### src/rtl/traffic_pkg.sv
// Shared types and constants for the junction phase controller.
// Interval defaults are also used by the Timer bench.
package traffic_pkg;

    typedef enum logic [2:0] {
        INIT        = 3'd0,
        MAIN_GREEN  = 3'd1,
        MAIN_EXT    = 3'd2,
        MAIN_YELLOW = 3'd3,
        WALK        = 3'd4,
        SIDE_GREEN  = 3'd5,
        SIDE_EXT    = 3'd6,
        SIDE_YELLOW = 3'd7
    } state_t;

    localparam logic [2:0] RED = 3'b100;
    localparam logic [2:0] YEL = 3'b010;
    localparam logic [2:0] GRN = 3'b001;

    localparam logic [3:0] T_BASE_DEF = 4'd6;
    localparam logic [3:0] T_EXT_DEF  = 4'd3;
    localparam logic [3:0] T_YEL_DEF  = 4'd2;

    typedef struct packed {
        logic [2:0] main_l;
        logic [2:0] side_l;
        logic       walk_l;
    } lamps_t;

    function automatic lamps_t lamp_decode(
        input state_t s
    );
        lamps_t l;
        l.main_l = RED;
        l.side_l = RED;
        l.walk_l = 1'b0;
        case (s)
            MAIN_GREEN,
            MAIN_EXT:    l.main_l = GRN;
            MAIN_YELLOW: l.main_l = YEL;
            WALK:        l.walk_l = 1'b1;
            SIDE_GREEN,
            SIDE_EXT:    l.side_l = GRN;
            SIDE_YELLOW: l.side_l = YEL;
            default:     l.walk_l = 1'b0;
        endcase
        return l;
    endfunction

    function automatic logic [3:0] phase_interval(
        input state_t     s,
        input logic [3:0] t_base,
        input logic [3:0] t_ext,
        input logic [3:0] t_yel
    );
        logic [3:0] v;
        v = 4'd0;
        case (s)
            MAIN_GREEN,
            SIDE_GREEN:  v = t_base;
            MAIN_EXT,
            SIDE_EXT,
            WALK:        v = t_ext;
            MAIN_YELLOW,
            SIDE_YELLOW: v = t_yel;
            default:     v = 4'd0;
        endcase
        return v;
    endfunction

endpackage

### src/rtl/traffic_light_fsm_phase_starter.sv
// Timer load pulse and expiry blanking for each phase entry.
// expired is ignored in the pulse cycle and the cycle after it.
module phase_starter (
    input  logic clock,
    input  logic reset_n,
    input  logic enter,
    input  logic expired,
    output logic start_timer,
    output logic expiry_valid
);

    logic blank_tail;

    always_ff @(posedge clock or negedge reset_n) begin
        if (!reset_n) begin
            start_timer <= 1'b0;
            blank_tail  <= 1'b0;
        end else begin
            start_timer <= enter;
            blank_tail  <= start_timer;
        end
    end

    // Timer still shows the previous phase's expiry until it sees the load
    assign expiry_valid = expired & ~start_timer & ~blank_tail;

endmodule

### src/rtl/traffic_light_fsm.sv
// Phase sequencer for a main/side junction with a pedestrian walk phase.
// Drives the Timer load pulse and interval, and all lamp outputs.
module traffic_light_fsm
    import traffic_pkg::*;
#(
    parameter logic [3:0] T_BASE = T_BASE_DEF,
    parameter logic [3:0] T_EXT  = T_EXT_DEF,
    parameter logic [3:0] T_YEL  = T_YEL_DEF
) (
    input  logic       clock,
    input  logic       reset_n,
    input  logic       sensor,
    input  logic       walk_request,
    input  logic       expired,
    output logic       start_timer,
    output logic [3:0] value,
    output logic [2:0] main_lights,
    output logic [2:0] side_lights,
    output logic       walk_light
);

    state_t state;
    state_t state_nxt;
    logic   enter;
    logic   expiry_valid;
    logic   walk_pending;
    logic   walk_pending_nxt;
    lamps_t lamps_nxt;

    phase_starter u_starter (
        .clock        (clock),
        .reset_n      (reset_n),
        .enter        (enter),
        .expired      (expired),
        .start_timer  (start_timer),
        .expiry_valid (expiry_valid)
    );

    always_comb begin
        state_nxt = state;
        enter     = 1'b0;
        case (state)
            INIT: begin
                state_nxt = MAIN_GREEN;
                enter     = 1'b1;
            end
            MAIN_GREEN: begin
                if (expiry_valid) begin
                    enter = 1'b1;
                    if (sensor | walk_pending)
                        state_nxt = MAIN_EXT;
                end
            end
            MAIN_EXT: begin
                if (expiry_valid) begin
                    enter     = 1'b1;
                    state_nxt = MAIN_YELLOW;
                end
            end
            MAIN_YELLOW: begin
                if (expiry_valid) begin
                    enter     = 1'b1;
                    state_nxt = walk_pending ? WALK
                                             : SIDE_GREEN;
                end
            end
            WALK: begin
                if (expiry_valid) begin
                    enter     = 1'b1;
                    state_nxt = SIDE_GREEN;
                end
            end
            SIDE_GREEN: begin
                if (expiry_valid) begin
                    enter     = 1'b1;
                    state_nxt = sensor ? SIDE_EXT
                                       : SIDE_YELLOW;
                end
            end
            SIDE_EXT: begin
                if (expiry_valid) begin
                    enter     = 1'b1;
                    state_nxt = SIDE_YELLOW;
                end
            end
            SIDE_YELLOW: begin
                if (expiry_valid) begin
                    enter     = 1'b1;
                    state_nxt = MAIN_GREEN;
                end
            end
            default: begin
                // Corrupted encoding: fall back through a yellow
                enter     = 1'b1;
                state_nxt = MAIN_YELLOW;
            end
        endcase
    end

    always_comb begin
        walk_pending_nxt = walk_pending;
        if (walk_request && (state != WALK))
            walk_pending_nxt = 1'b1;
        if (enter && (state_nxt == WALK))
            walk_pending_nxt = 1'b0;
    end

    assign lamps_nxt = lamp_decode(state_nxt);

    always_ff @(posedge clock or negedge reset_n) begin
        if (!reset_n) begin
            state        <= INIT;
            walk_pending <= 1'b0;
            value        <= 4'd0;
            main_lights  <= RED;
            side_lights  <= RED;
            walk_light   <= 1'b0;
        end else begin
            state        <= state_nxt;
            walk_pending <= walk_pending_nxt;
            if (enter)
                value <= phase_interval(state_nxt,
                                        T_BASE,
                                        T_EXT,
                                        T_YEL);
            main_lights  <= lamps_nxt.main_l;
            side_lights  <= lamps_nxt.side_l;
            walk_light   <= lamps_nxt.walk_l;
        end
    end

endmodule

### config.mk
export PLATFORM = sky130hd
export DESIGN_NAME = traffic_light_fsm
export DESIGN_NICKNAME = d
export VERILOG_FILES = /design/src/rtl/traffic_pkg.sv /design/src/rtl/traffic_light_fsm_phase_starter.sv /design/src/rtl/traffic_light_fsm.sv
export SDC_FILE = /design/constraint.sdc
export NUM_CORES = 1
export LEC_CHECK = 0
export CORE_MARGIN = 2
export CORE_UTILIZATION = 42
export CTS_CLUSTER_SIZE = 16
export DETAILED_ROUTE_END_ITERATION = 10
export PLACE_DENSITY = 0.75
export REMOVE_ABC_BUFFERS = 1
export SLEW_MARGIN = 0
export SYNTH_ARGS = -nofsm -noshare
export SYNTH_HDL_FRONTEND = slang
export SYNTH_SLANG_ARGS = --single-unit
export TNS_END_PERCENT = 50
### constraint.sdc
create_clock -name clock -period 1.5 [get_ports clock]
set_input_delay 0.3 -clock clock [delete_from_list [all_inputs] [get_ports clock]]
set_output_delay 0.3 -clock clock [all_outputs]
set_load 0.02 [all_outputs]
# Word-level counts from Yosys, hierarchy flattened
# Index checks and enable logic that the tools add are counted.
# W data, S select, Z words.
# word_totals
ff_bits	17
in_bits	5
output_inout_bits	12
# op_classes
eq_ne	15
mux	19
bitwise	5
n_reduce_logical	10
# op_table
cell	count
$eq A3 B3 Y1 const B	8
$mux W3	8
$pmux W3 S8	1
$eq A3 B2 Y1 const B	4
$pmux W3 S2	2
$pmux W3 S3	1
$reduce_or A2 Y1	4
$reduce_or A7 Y1	1
$eq A3 B1 Y1 const B	2
$mux W1	6
$logic_not A3 Y1	1
$ne A3 B3 Y1 const B	1
$reduce_or A3 Y1	1
$and A1 B1 Y1	2
$logic_and A1 B1 Y1	2
$not A1 Y1	2
$pmux W1 S2	1
$reduce_bool A2 Y1	1
$or A1 B1 Y1	1

# Longest topological paths before layout
# Gate-level depths: netlist (run 1).
# depth
ltp_word	8
depth_mapped	5
depth_no_buf	5

# By module
# From an unflattened synthesis (run 1), not the netlist that was laid out.
# hier_totals
hier_cells	64
area_unflattened_um2	686.9
# by_module_without_submodules
mod	instances	cells_per_inst	area_each_um2	seq_area_each_um2
traffic_light_fsm	1	61	624.3	352.8
phase_starter	1	3	62.6	50.0

# Worst setup path before layout (run 1)
# OpenSTA, ideal clock, no wires.
# synth_path
kind	register -> register
start	register u_starter.start_timer
end	register value[2]
setup_ns	0.092
arrival_ns	1.315
required_ns	1.408
setup_slack_ns	0.093
stages_incl_launch_ff	5
synth_period_minus_slack_ns	1.407
path_cell_list	dfrtp_1 > nor3b_4 > nor2_1 > a21o_1 > o31ai_2
# synth_via
elab_chain_cells	8
elab_cells_between_ends	24
# synth_rtl
element	line_no	source
start: declaration	traffic_light_fsm_phase_starter.sv:8	output logic start_timer,
start signal: assignment	traffic_light_fsm_phase_starter.sv:19	start_timer <= enter;
$not A1 Y1 *	traffic_light_fsm_phase_starter.sv:25	assign expiry_valid = expired & ~start_timer & ~blank_tail;
$and A1 B1 Y1 * (2 in series)	traffic_light_fsm_phase_starter.sv:25	
$mux W3, or another cell as far along	traffic_light_fsm.sv:87	if (expiry_valid) begin
$pmux W3 S8	traffic_light_fsm.sv:42	case (state)
$eq A3 B3 Y1, or another cell as far along	traffic_pkg.sv:58	case (s)
$reduce_or A3 Y1 or $reduce_or A2 Y1 (tied branches)	traffic_pkg.sv:58	
$pmux W3 S3	traffic_pkg.sv:58	
end signal: assignment	traffic_light_fsm.sv:122	value <= phase_interval(state_nxt,
end: declaration	traffic_light_fsm.sv:16	output logic [3:0] value,
# Every way passes the cells marked *; elsewhere a longest branch is shown, timed or not.
# A chain may end at the register's enable or synchronous reset.

# Worst setup path in the final report (run 1)
# layout_path
start	register main_lights[2]
end	output port main_lights[2]
# layout_rtl
element	line_no	source
start: declaration	traffic_light_fsm.sv:17	output logic [2:0] main_lights,
start signal: assignment	traffic_light_fsm.sv:126	main_lights <= lamps_nxt.main_l;
# No word-level cell between the ends.

==> flow_summary.yaml, run 1 <==
clocking:
  cts_post_setup_buffers_inserted: 0
  cts_buffers: 3
  htree_levels: 1
  clock_latency_ns: 0.28
  clk_pin_slew_ns: 0.09
  clock_path_buffers: 2
  cts-root-buf: "clkbuf_4"
  cts_tree: "yes"
  numClockSinks: 16
  postCtsHoldBufs: 0
  cts_resized: 11
worst_hold_path:
  hold_class: "primary input to async pin"
placement:
  place_ws_ns: -0.187
  io_buffers: 15
  dp_cells: 95
  place.gp.congestion: 0.737
  hpwl_um: 923
  place_area_um2: 911
global_routing:
  antenna_found_initial: 0
  grt_overflow: 0
  grt_usage: 0.141
  grt_pass1_vias: 464
  grt_max_degree: 12
  grt_pass1_wl_um: 2010
routing:
  wl_per_cell_um: 12.5
  viasPerCell: 5.06
  dr.pass1.iters: 2
  vias: 501
  route.detailed.drc: 0
  ant_nets: 0
  routed_wl_um: 1240
  drt_iter0_markers: 4
floorplan:
  die-area_um2: 2000
  ioPinCount: 17
  coreArea_um2: 1520
  initial_core_util: 0.458
  die_h_um: 44.8
  die_w_um: 44.8
  rows: 14
setup_path:
  crit_buf_inv: 1
  reg2reg_slack_ns: 0.10
  path_class: "flop to primary output"
  crit_path_end_kind: "primary output"
  cp.arrival_ns: 1.12
  start_kind: "flop"
  worst_ep_required_time_ns: 1.20
  cpLargestDelayFamily: "flip-flops"
  slowest_delay_ns: 0.52
  cp_cell_sequence: "dlygate4sd2_1"
  worstPathMaxFanout: 1
  slowest_stage: "dfstp_2"
synth:
  ys_seq_area_frac: 0.577
  ys_types: 29
  yosys_warnings: 0
  ys_seq_elements: 16
  synth_edf_count: 0
  syn_inst: 59
  ys.flop_type: "dfrtp_1"
  ys_async_sr_fraction: 1.00
  avgSynthCellArea_um2: 11.8
  syn_area_um2: 698
pwr:
  peakVddDrop_uv: 1250
  power_leakage_nw: 0.440
  power.density_nw_per_um2: 2140
sta:
  finalSetupViolations: 0
  finalClockSkew_ns: 0.00342
  hold_viol_final: 0
  fin_crit_sh: 0.943
  slew_violations: 0
  setup-tns-final_ns: 0
  rsz0062_at_grt: "false"
  worst_slack_ns: 0.0850
  fin_crit_ns: 1.42
  fmax_mhz: 707
status:
  status: "completed"
cells_and_area:
  diodes: 0
  final_area_um2: 947
  drive_gt1_frac: 0.289
  syn_to_final_growth_pct: 35.7
  nNetsFinal: 89
  final_cells: 99
flow_run:
  drv_cap: 0
-- through the flow --
| stage | hold WS, ns | util | total power [mW] |
|---|---|---|---|
| 4_1_cts | 0.254 | 0.612 | 2.02 |
| 2_1_floorplan | 0.00441 | - | 1.37 |
| 3_5_place_dp | 0.464 | 0.598 | 1.82 |
| 5_1_grt | 0.249 | 0.622 | 2.17 |
| 6_report | 0.247 | 0.622 | 2.03 |
| 3_3_place_gp | 0.456 | 0.598 | 1.80 |
-- final timing paths --
check                          startpoint        endpoint  cells after the start
hold / removal                    reset_n  side_lights[0]                      1
min in group clock               value[1]        value[1]                      1
setup / recovery           main_lights[2]  main_lights[2]                      1
setup reg to reg                 state[2]        value[2]                      4
hold reg to reg                  value[1]        value[1]                      1
max in group asynchronous         reset_n  main_lights[1]                      2
-- logic make-up after synthesis --
| group | count (synthesis) | synth area share |
|---|---|---|
| flip-flops | 16 | 0.577 |
| buffers and inverters | 6 | 0.0412 |
| multiplexers | 1 | 0.0143 |
| XOR/XNOR | 2 | 0.0359 |
| AO/OA/AOI/OAI | 10 | 0.102 |
| AND/OR/NAND/NOR | 23 | 0.224 |
| other | 1 | 0.00537 |
-- state kept, by name, summed over array words and instances (netlist names) --
signal                 count
walk_pending               1
value                      3
u_starter.blank_tail       1
walk_light                 1
u_starter.start_timer      1
state                      3
side_lights                3
main_lights                3
-- cell usage in the layout (no fill, tap or decap), types with 2 or more instances in the layout --
cell type,instances
a21oi_2,2
nor2_1,4
buf_4,8
dfstp_2,2
a21o_1,2
nand2_1,2
nor3_1,4
dfrtp_1,14
nand3b_1,2
clkbuf_4,3
clkdlybuf4s50_1,4
nand2b_1,2
inv_1,2
dlygate4sd2_1,11
a21oi_1,3
-- cell type report --
| cell class | instances | area, µm² |
|---|---|---|
| fillers | 133 | 577 |
| multi-input cells | 37 | 280 |
| well taps | 16 | 20.0 |
| flip-flops and latches | 16 | 403 |
| clock buffers | 4 | 36.3 |
| inverters | 3 | 11.3 |
| repair buffers | 23 | 196 |
-- per-layer routing --
layer  vias to the layer above  global-route usage  share of wire
met5                         -                   0              0
met4                         0              0.0353              0
met2                        12               0.226           0.46
met3                         0              0.0480          0.049
li1                        247                   -              -
met1                       242               0.186           0.49
-- synthesized netlist by cell type (2+ instances only) --
master | count | area share
dfrtp_1 | 14 | 0.50
nor3_1 | 5 | 0.036
a21oi_1 | 4 | 0.029
nor2_1 | 4 | 0.021
a21o_1 | 2 | 0.021
buf_2 | 2 | 0.014
dfstp_2 | 2 | 0.075
inv_1 | 2 | 0.011
nand2_1 | 2 | 0.011
nand2b_1 | 2 | 0.018
nand3b_1 | 2 | 0.021
-- power by group --
group	leakage, nW	total [mW]	switching [mW]	internal [mW]
Clock	0.0210	0.280	0.133	0.148
Combinational	0.231	0.963	0.514	0.449
Sequential	0.188	0.786	0.158	0.628
Total	0.440	2.03	0.806	1.22
No activity file was read; power rests on OpenSTA's default activity.
==> inputs of run 2 (changes only) <==
- CORE_UTILIZATION: 42 -> 46
- PLACE_DENSITY: 0.75 -> 0.8
==> flow_summary.yaml, run 2 (synthesis gave the netlist of run 1 again) <==
floorplan:
  rows: 14
  initial_core_util: 0.474
  coreArea_um2: 1470
  ioPinCount: 17
  die_h_um: 43.0
  die-area_um2: 1850
  die_w_um: 43.0
sta:
  hold_viol_final: 0
  fin_crit_sh: 0.988
  finalClockSkew_ns: 0.00622
  slew_violations: 0
  finalSetupViolations: 0
  fin_crit_ns: 1.48
  fmax_mhz: 675
  rsz0062_at_grt: "true"
  hold_slack_ns: 0.279
routing:
  ant_nets: 0
  drt_iter0_markers: 9
  dr.pass1.iters: 4
  viasPerCell: 5.31
  route.detailed.drc: 0
  wl_per_cell_um: 13.5
  routed_wl_um: 1330
  vias: 520
clocking:
  clk_pin_slew_ns: 0.10
  cts_tree: "yes"
  htree_levels: 1
  cts_buffers: 3
  cts-root-buf: "clkbuf_4"
  clock_path_buffers: 2
  cts_post_setup_buffers_inserted: 0
  numClockSinks: 16
  clock_latency_ns: 0.29
cells_and_area:
  multi_input_area_um2: 272
  layout_common_cells: "dfrtp_1, dlygate4sd2_1, buf_4"
  ff_latch_area_um2: 404
  nFillCells: 130
  final_common_cell: "dfrtp_1"
  diodes: 0
  nNetsFinal: 88
  syn_to_final_growth_pct: 33.5
  post-route-util: 0.634
  final_area_um2: 932
  final_cells: 98
  drive_gt1_frac: 0.268
global_routing:
  grt_max_degree: 12
  grt_pass1_vias: 526
  grt_pass1_wl_um: 2300
  grt_usage: 0.174
  grt_overflow: 0
  antenna_found_initial: 0
setup_path:
  cp-endpoint: "side_lights[1]"
  reg2reg_from: "u_starter.start_timer"
  crit_start: "expired"
  worstPathMaxFanout: 4
  worst_ep_required_time_ns: 1.70
  crit_path_end_kind: "flop"
  reg2reg_slack_ns: 0.08
  cp.arrival_ns: 1.68
  start_kind: "primary input"
  regToRegEndpoint: "side_lights[1]"
  path_class: "primary input to flop"
  reg2reg_depth: 4
pwr:
  power_leakage_nw: 0.434
  power.total_mw: 2.02
  power.density_nw_per_um2: 2170
  peakVddDrop_uv: 1230
placement:
  place.gp.congestion: 0.795
  place_area_um2: 903
  io_buffers: 15
  hpwl_um: 1000
  dp_cells: 94
flow_run:
  drv_cap: 0
status:
  status: "completed"
worst_hold_path:
  hold_class: "primary input to async pin"
## run 2: changes by cell type in the layout (fill, tap and decap cells not counted), sizes merged
cell  previous run  this run
buf              8         7
## run 2: per-layer routing
layer | track usage | wire (µm) | vias up
met3 | 0.0511 | 74 | 8
met5 | 0 | 0 | -
met2 | 0.276 | 615 | 20
met4 | 0.115 | 61 | 0
li1 | - | - | 248
met1 | 0.202 | 574 | 244
## run 2: worst min path at each step
| stage | from | end | slack [ns] | cells after the start |
|---|---|---|---|---|
| after global routing | reset_n | walk_pending | 0.30 | 1 |
| after floorplan | reset_n | main_lights[0] | 0.004 | 0 |
| after CTS | reset_n | walk_pending | 0.30 | 1 |
| after global placement | value[1] | value[1] | 0.46 | 1 |
| after detailed placement | value[0] | value[0] | 0.47 | 1 |
| final | reset_n | walk_pending | 0.28 | 1 |
## run 2: power breakdown
| group | switching, mW | internal [mW] |
|---|---|---|
| logic | 0.495 | 0.433 |
| registers | 0.177 | 0.631 |
| clock network | 0.140 | 0.148 |
## run 2: final cells by class
cell class              count  area share
flip-flops and latches     16       0.434
multi-input cells          37       0.291
repair buffers             22       0.203
clock buffers               4      0.0389
well taps                  16      0.0215
inverters                   3      0.0121
## run 2: metrics by stage
step	setup slack, ns	setup TNS [ns]
floorplan	0.0933	0
finish	0.0184	0
detailed placement	-0.228	-1.74
global route	-0.00311	-0.00610
global placement	-0.153	-1.02
CTS	0.0520	0
## run 2: worst max-delay path, stage by stage
cell and delay (ns):
clkdlybuf4s50_1 0.51, nor3b_4 0.25, nand3_2 0.13, xnor2_2 0.24, nor3b_2 0.24
## run 2: timing repair
item | in CTS | in global routing
setup endpoints to repair | 11 | 3
pin swaps | 0 | 1
resized for setup | 11 | 2
hold buffers | 0 | 0
